### src/rtl/d_reg_bank_if.sv
// d_reg_bank_if: channel bus for the d_reg_bank register bank.
// Optional par/perr signals exist only with D_REG_BANK_PARITY_EN.
interface d_reg_bank_if #(
    parameter int WIDTH    = 8,
    parameter int CHANNELS = 4
);
    logic [CHANNELS-1:0]       en;
    logic [1:0]                mode;
    logic [CHANNELS*WIDTH-1:0] d;
    logic [CHANNELS-1:0]       sin;
    logic [CHANNELS*WIDTH-1:0] q;
    logic [CHANNELS*WIDTH-1:0] q_bar;
    logic [CHANNELS-1:0]       sout;
    logic [CHANNELS-1:0]       changed;
`ifdef D_REG_BANK_PARITY_EN
    logic [CHANNELS-1:0]       par;
    logic                      perr;

    modport master (
        output en, mode, d, sin,
        input  q, q_bar, sout, changed, par, perr
    );
    modport slave (
        input  en, mode, d, sin,
        output q, q_bar, sout, changed, par, perr
    );
`else
    modport master (
        output en, mode, d, sin,
        input  q, q_bar, sout, changed
    );
    modport slave (
        input  en, mode, d, sin,
        output q, q_bar, sout, changed
    );
`endif
endinterface

### src/rtl/d_reg_bank.sv
// d_reg_bank: CHANNELS independent WIDTH-bit registers with load/hold/
// shift/clear, change detect; parity under D_REG_BANK_PARITY_EN.
module d_reg_bank #(
    parameter int               WIDTH     = 8,
    parameter int               CHANNELS  = 4,
    parameter logic [WIDTH-1:0] RESET_VAL = '0
) (
    input logic          clk,
    input logic          rst,
    d_reg_bank_if.slave  bus
);
    localparam logic [1:0] MODE_LOAD  = 2'b00;
    localparam logic [1:0] MODE_SHIFT = 2'b10;
    localparam logic [1:0] MODE_CLEAR = 2'b11;

    logic [CHANNELS*WIDTH-1:0] r_q;
    logic [CHANNELS*WIDTH-1:0] w_q_nxt;
    logic [CHANNELS-1:0]       r_chg;
    logic [CHANNELS-1:0]       w_chg_nxt;
    logic [CHANNELS-1:0]       w_wr;
    logic [CHANNELS-1:0]       w_sout;

    // Next-state per channel; unknown or hold modes keep the value.
    always_comb begin
        w_q_nxt   = r_q;
        w_chg_nxt = '0;
        w_wr      = '0;
        for (int i = 0; i < CHANNELS; i++) begin
            if (bus.en[i]) begin
                case (bus.mode)
                    MODE_LOAD: begin
                        w_q_nxt[i*WIDTH +: WIDTH] = bus.d[i*WIDTH +: WIDTH];
                        w_wr[i] = 1'b1;
                    end
                    MODE_SHIFT: begin
                        w_q_nxt[i*WIDTH +: WIDTH] =
                            {r_q[i*WIDTH +: WIDTH-1], bus.sin[i]};
                        w_wr[i] = 1'b1;
                    end
                    MODE_CLEAR: begin
                        w_q_nxt[i*WIDTH +: WIDTH] = '0;
                        w_wr[i] = 1'b1;
                    end
                    default: ;
                endcase
            end
            w_chg_nxt[i] =
                (w_q_nxt[i*WIDTH +: WIDTH] != r_q[i*WIDTH +: WIDTH]);
        end
    end

    // Storage and change-detect flags, reset asynchronously.
    always_ff @(posedge clk or posedge rst) begin
        if (rst) begin
            r_q   <= {CHANNELS{RESET_VAL}};
            r_chg <= '0;
        end else begin
            r_q   <= w_q_nxt;
            r_chg <= w_chg_nxt;
        end
    end

    // Serial-out taps the current MSB of each channel.
    always_comb begin
        w_sout = '0;
        for (int i = 0; i < CHANNELS; i++) begin
            w_sout[i] = r_q[i*WIDTH + WIDTH-1];
        end
    end

    assign bus.q       = r_q;
    assign bus.q_bar   = ~r_q;
    assign bus.sout    = w_sout;
    assign bus.changed = r_chg;

`ifdef D_REG_BANK_PARITY_EN
    logic [CHANNELS-1:0] r_par;
    logic [CHANNELS-1:0] w_par_nxt;
    logic [CHANNELS-1:0] w_par_bad;

    // Parity follows each written value; hold keeps the stored bit.
    always_comb begin
        w_par_nxt = r_par;
        for (int i = 0; i < CHANNELS; i++) begin
            if (w_wr[i]) begin
                w_par_nxt[i] = ^w_q_nxt[i*WIDTH +: WIDTH];
            end
        end
    end

    // Parity register, reset to the parity of the reset value.
    always_ff @(posedge clk or posedge rst) begin
        if (rst) begin
            r_par <= {CHANNELS{^RESET_VAL}};
        end else begin
            r_par <= w_par_nxt;
        end
    end

    // Compare stored parity against live contents of each channel.
    always_comb begin
        w_par_bad = '0;
        for (int i = 0; i < CHANNELS; i++) begin
            w_par_bad[i] = r_par[i] ^ (^r_q[i*WIDTH +: WIDTH]);
        end
    end

    assign bus.par  = r_par;
    assign bus.perr = |w_par_bad;
`else
    // Write strobes only feed parity; consumed here to keep them live.
    logic w_wr_unused;
    assign w_wr_unused = ^w_wr;
`endif
endmodule

### src/flat_wrapper.sv
// flat-port wrapper written by rule: the top's interface ports become plain ports
module d_reg_bank_flat 
#(
    parameter int               WIDTH     = 8,
    parameter int               CHANNELS  = 4,
    parameter logic [WIDTH-1:0] RESET_VAL = '0
)
  (clk, rst, bus_en, bus_mode, bus_d, bus_sin, bus_q, bus_q_bar, bus_sout, bus_changed);
  d_reg_bank_if #(.WIDTH(WIDTH), .CHANNELS(CHANNELS)) bus_i ();
  input logic clk;
  input logic rst;
  input wire logic [$bits(bus_i.en)-1:0] bus_en;
  input wire logic [$bits(bus_i.mode)-1:0] bus_mode;
  input wire logic [$bits(bus_i.d)-1:0] bus_d;
  input wire logic [$bits(bus_i.sin)-1:0] bus_sin;
  output wire logic [$bits(bus_i.q)-1:0] bus_q;
  output wire logic [$bits(bus_i.q_bar)-1:0] bus_q_bar;
  output wire logic [$bits(bus_i.sout)-1:0] bus_sout;
  output wire logic [$bits(bus_i.changed)-1:0] bus_changed;
  assign bus_i.en = bus_en;
  assign bus_i.mode = bus_mode;
  assign bus_i.d = bus_d;
  assign bus_i.sin = bus_sin;
  assign bus_q = bus_i.q;
  assign bus_q_bar = bus_i.q_bar;
  assign bus_sout = bus_i.sout;
  assign bus_changed = bus_i.changed;
  d_reg_bank #(.WIDTH(WIDTH), .CHANNELS(CHANNELS), .RESET_VAL(RESET_VAL)) u_core (.clk(clk), .rst(rst), .bus(bus_i));
endmodule
### config.mk
export PLATFORM = sky130hd
export DESIGN_NAME = d_reg_bank_flat
export DESIGN_NICKNAME = d
export VERILOG_FILES = /design/src/rtl/d_reg_bank_if.sv /design/src/rtl/d_reg_bank.sv /design/src/flat_wrapper.sv
export SDC_FILE = /design/constraint.sdc
export NUM_CORES = 1
export LEC_CHECK = 0
export CAP_MARGIN = 20
export CORE_UTILIZATION = 30
export DETAILED_ROUTE_END_ITERATION = 16
export HOLD_SLACK_MARGIN = 0.06
export PLACE_DENSITY = 0.57
export RECOVER_POWER = 25
export SYNTH_ARGS = -nofsm -noshare
export SYNTH_HDL_FRONTEND = slang
export SYNTH_SLANG_ARGS = --single-unit
### constraint.sdc
create_clock -name clk -period 1.8 [get_ports clk]
set_clock_uncertainty 0.1 [all_clocks]
set_input_delay 0.27 -clock clk [delete_from_list [all_inputs] [get_ports clk]]
set_output_delay 0.27 -clock clk [all_outputs]
set_load 0.01 [all_outputs]
======== Word-level counts from Yosys, hierarchy flattened ========
Index checks and enable logic that the tools add are counted.
Widths: inputs -> output; s select.
word-level totals
  input bits .............................. 44
  bits in registers ....................... 36
  logic and storage cells ................. 18
  output and inout bits ................... 72
cells by class
  muxes and demuxes ....................... 8
  eq/ne operators ......................... 6
  reductions and logical operators ........ 1
  bitwise logic cells ..................... 1
operators with widths
  kind                number
  $pmux 8 s3          4
  $mux 8              4
  $ne 8x8->1          4
  $not 32->32         1
  $eq 2x2->1 const B  2
  $logic_not 2->1     1

======== Depth between registers and ports, before layout ========
  depth in word-level cells ............... 4
  mapped depth ............................ 7
  depth with buffers taken out ............ 5

======== Worst setup path before layout ========
No wires, ideal clock.
  kind .................................... input to register
  start ................................... in bus_mode[0]
  end ..................................... reg u_core.r_chg[0], in the netlist u_core.bus.changed[0]
  required time ........................... 1.558 ns
  setup time .............................. 0.142 ns
  arrival ................................. 1.300 ns
  stages on the path ...................... 7
  slack ................................... 0.258 ns
  cell sequence ........................... buf_2 > inv_1 > buf_4 > nand3_2 > a22o_1 > a311oi_1 > o211ai_1
between the ends
  word-level cells in the longest chain between the ends .. 4
  elaborated cells on any way between the ends .. 6
ends and longest elaborated chain
  element                                        line                text
  start: declaration                             flat_wrapper.sv:13  input wire logic [$bits(bus_i.mode)-1:0] bus_mode;
  $eq 2x2->1 or $logic_not 2->1 (tied branches)  --
  $pmux 8 s3 (*)                                 d_reg_bank.sv:30    case (bus.mode)
  $mux 8 (*)                                     d_reg_bank.sv:29    if (bus.en[i]) begin
  $ne 8x8->1 (*)                                 d_reg_bank.sv:48    (w_q_nxt[i*WIDTH +: WIDTH] != r_q[i*WIDTH +: WIDTH]);
  via u_core.w_chg_nxt[0]                        d_reg_bank.sv:19    logic [CHANNELS-1:0] w_chg_nxt;
  end signal: assignment                         d_reg_bank.sv:59    r_chg <= w_chg_nxt;
  end: declaration                               d_reg_bank.sv:18    logic [CHANNELS-1:0] r_chg;
The timed path passes the listed nets; every way through them passes the cells marked *.

======== Worst setup path after layout ========
  start ................................... reg u_core.r_q[12], in the netlist u_core.bus.q[12]
  end ..................................... out bus_q_bar[12]
between the ends
  word-level cells in the longest chain between the ends .. 1
ends and longest elaborated chain
  element                   line                text
  start: declaration        d_reg_bank.sv:16    logic [CHANNELS*WIDTH-1:0] r_q;
  start signal: assignment  d_reg_bank.sv:55    r_q <= {CHANNELS{RESET_VAL}};
  start signal: assignment  d_reg_bank.sv:58    r_q <= w_q_nxt;
  $not 32->32               d_reg_bank.sv:72    assign bus.q_bar = ~r_q;
  end: declaration          flat_wrapper.sv:17  output wire logic [$bits(bus_i.q_bar)-1:0] bus_q_bar;
Every way passes these cells.

==> impl_results.md <==
* Core Rows at 33
* Worst Hold Margin at about 0.46 ns
* Min cycle time layout at between 1.5 and 2 ns
* Crit Path Max Fanout at 3
* Sink Count at 36
* Top FF cell, synth: dfrtp_1
* Clock slew at reported path FFs at ~0.070 ns
* Total negative slack at 0 ns
* Asr flop ratio synth at 1.000
* Die Width at around 95 microns
* WL met3 at approximately 500 microns
* CTS H-Tree Depth at 2
* Final Util at 0.5047
* Area of the multi-input gates at approximately 1500 sq um
* DRT met1 WL at between 4000 and 5000 microns
* Unrepaired setup endpoints after global routing: yes
* MaxCap Viol Count at 0
* Vias in the first global route at around 2800
* Post-synthesis cell type count at 44
* Layout area overhead at 61.12%
* Chip height at 95.10 microns
* Crit path cell chain: inv_1 > clkdlybuf4s50_1
* Post-CTS Hold Buffers at 0
* Synth top area cells: dfrtp_1, mux2i_1, o21ai_0, nand2_1, inv_1
* Clock buffer depth at 2
* Ant diodes at 0
* Leak at between 1.5 and 2 nW
* Nets@finish at about 500
* Sequential cell area at slightly above 900 sq um
* Drt drc at 0
* Critical path startpoint category: flop
* Mapped Nets at ~360
* Crit path required time at ~1.4 ns
* WHS Path Cells at 2
* Overall Global Routing Usage at 0.2012
* Core area at 8299 sq um
* CTS buffer count at 5
* First-pass GRT wire length at approximately 14000 microns
* Reg2Reg Depth at 5
* Routed wire per std cell at 15.53 microns
* Clock tree root buffer cell: clkbuf_8
* Pre-CTS setup slack at -0.3153 ns
* Gr ovfl total at 0
* Yosys top cell by area: dfrtp_1
* Hpwl dp at 6595 microns
* Hold crit path type: flop to flop
* Ports at roughly 120
* Avg Vias per Cell at 5.141
* Post-DP Area at between 4000 and 5000 sq um
* Fillers at about 790
* Worst slew margin at 0.3806
* Most frequent cell after synthesis: nand2_1
* Iteration-0 DRC Markers at between 100 and 150
* Max stage delay on crit path at between 0.5 and 0.6 ns
* Share of the synthesized area in the top cell type at 0.3465
* Routed Antenna Nets at 0
* CP endpoint kind: output pin
* Wire length on met2 at about 4000 microns
* CTS tree: yes
* Post-Syn Area at between 2000 and 3000 sq um
* Routability Congestion at slightly above 0.8
* Fmax at roughly 0.57 GHz
* Dpl cells at 550
* Final Cell Area at about 4200 sq um
* Tcrit/Tclk final at 0.9794
* Post-synthesis sequential area ratio at 0.3465
* DR vias at a little under 3000
* Avg Inst Size Synth at 8.254 sq um
* Share of post-route cells with drive strength above 1 at 0.1707
* Max stage delay cell, worst path: clkdlybuf4s50_1
* Crit Path Class: flop to output pin
* VDD IR max at around 0.00025 V
* 1st-pass router iterations at 4
* Top cells by count, synth: nand2_1, o21ai_0, inv_1
* Post-Syn Instances at between 300 and 400
* Worst Tran Pin Value at 0.9292 ns
* Finish-stage setup viols at 0
* Post-Route WL at ~8700 microns
* Status: finished, final reports clean
* Highest routed metal layer: met4
* Final hold violations at 0
* Largest net degree at the start of global routing at 37
* # port buffers at 115
* Number of synthesized flops with an enable pin at 0
* Full die area at 9043 sq um
* Worst Slack Setup Final at 0.03705 ns
* Worst path arrival time at 1.39 ns
* Flops & latches, synth at 36
* Finished Layout Cells at about 560
* Initial Util at 0.3133
* Synth warnings at 0
* PD cells at a little under 700 nW/um^2
* Clk_lat worst skew at about 0.28 ns
* Total power at ~2.9 mW
* Initial antenna violation count at 0
* Fin. max-slew vios at 0
worst max-delay path, delay by kind of cell, from the launching register on:
family                 cells  cell delay, ns
flip-flops                 1            0.39
buffers and inverters      2            0.73
cells in the final DEF (no fill, tap or decap), types with 6 or more instances in the layout:
master,instances
xor2_1,7
dfrtp_2,23
buf_4,36
nand2_1,46
nor3_1,11
o21ai_0,39
nor2b_1,9
a222oi_1,6
nor2_1,7
mux2i_1,32
o22ai_1,15
clkdlybuf4s50_1,104
inv_1,36
nand2b_1,6
dfrtp_1,13
path summary, 6_finish.rpt:
check                            startpoint               endpoint  slack [ns]
hold reg to reg             u_core.bus.q[6]        u_core.bus.q[6]        0.46
setup reg to reg           u_core.bus.q[10]  u_core.bus.changed[1]        0.14
setup / recovery           u_core.bus.q[12]          bus_q_bar[12]        0.04
min in group asynchronous               rst       u_core.bus.q[27]        0.63
hold / removal              u_core.bus.q[6]        u_core.bus.q[6]        0.46
max in group asynchronous               rst       u_core.bus.q[16]        0.32
report_power, final:
group / internal (mW) / total (mW) / leakage, nW / switching [mW]
Combinational: 0.700 / 1.24 / 1.32 / 0.537
Clock: 0.250 / 0.528 / 0.0359 / 0.278
Sequential: 0.924 / 1.09 / 0.431 / 0.164
area by class of cell:
cell class                      count  share of cell area
Clock buffer                        5             0.01643
Sequential cell                    36              0.2219
Inverter                           38             0.03405
Tap cell                          105             0.03136
Timing Repair Buffer              154              0.3486
Multi-Input combinational cell    224              0.3477
routing by layer:
metal	track usage	up-vias
li1	-	1408
met1	0.2814	1370
met2	0.3185	105
met3	0.03349	6
met4	0.05556	0
met5	0	-
sequential cells by signal (all words and copies together) (netlist names):
name,cells
u_core.bus.changed,4
u_core.bus.q,32
kinds of logic after synthesis:
family	after synthesis	synth area share
DFF	36	0.3465
and+or+nand+nor	88	0.1559
muxes	34	0.1333
buffers and inverters	55	0.09720
xor gates and xnor gates	7	0.02358
AOI/OAI and AO/OA	95	0.2435
what timing repair did:
| action | CTS | global route |
|---|---|---|
| pin swaps | 0 | 2 |
| setup endpoints to repair | 9 | 27 |
| hold endpoints to repair | 0 | 0 |
| resized for setup | 12 | 24 |
| setup buffers | 0 | 7 |
(Power assumes the default switching activity.)
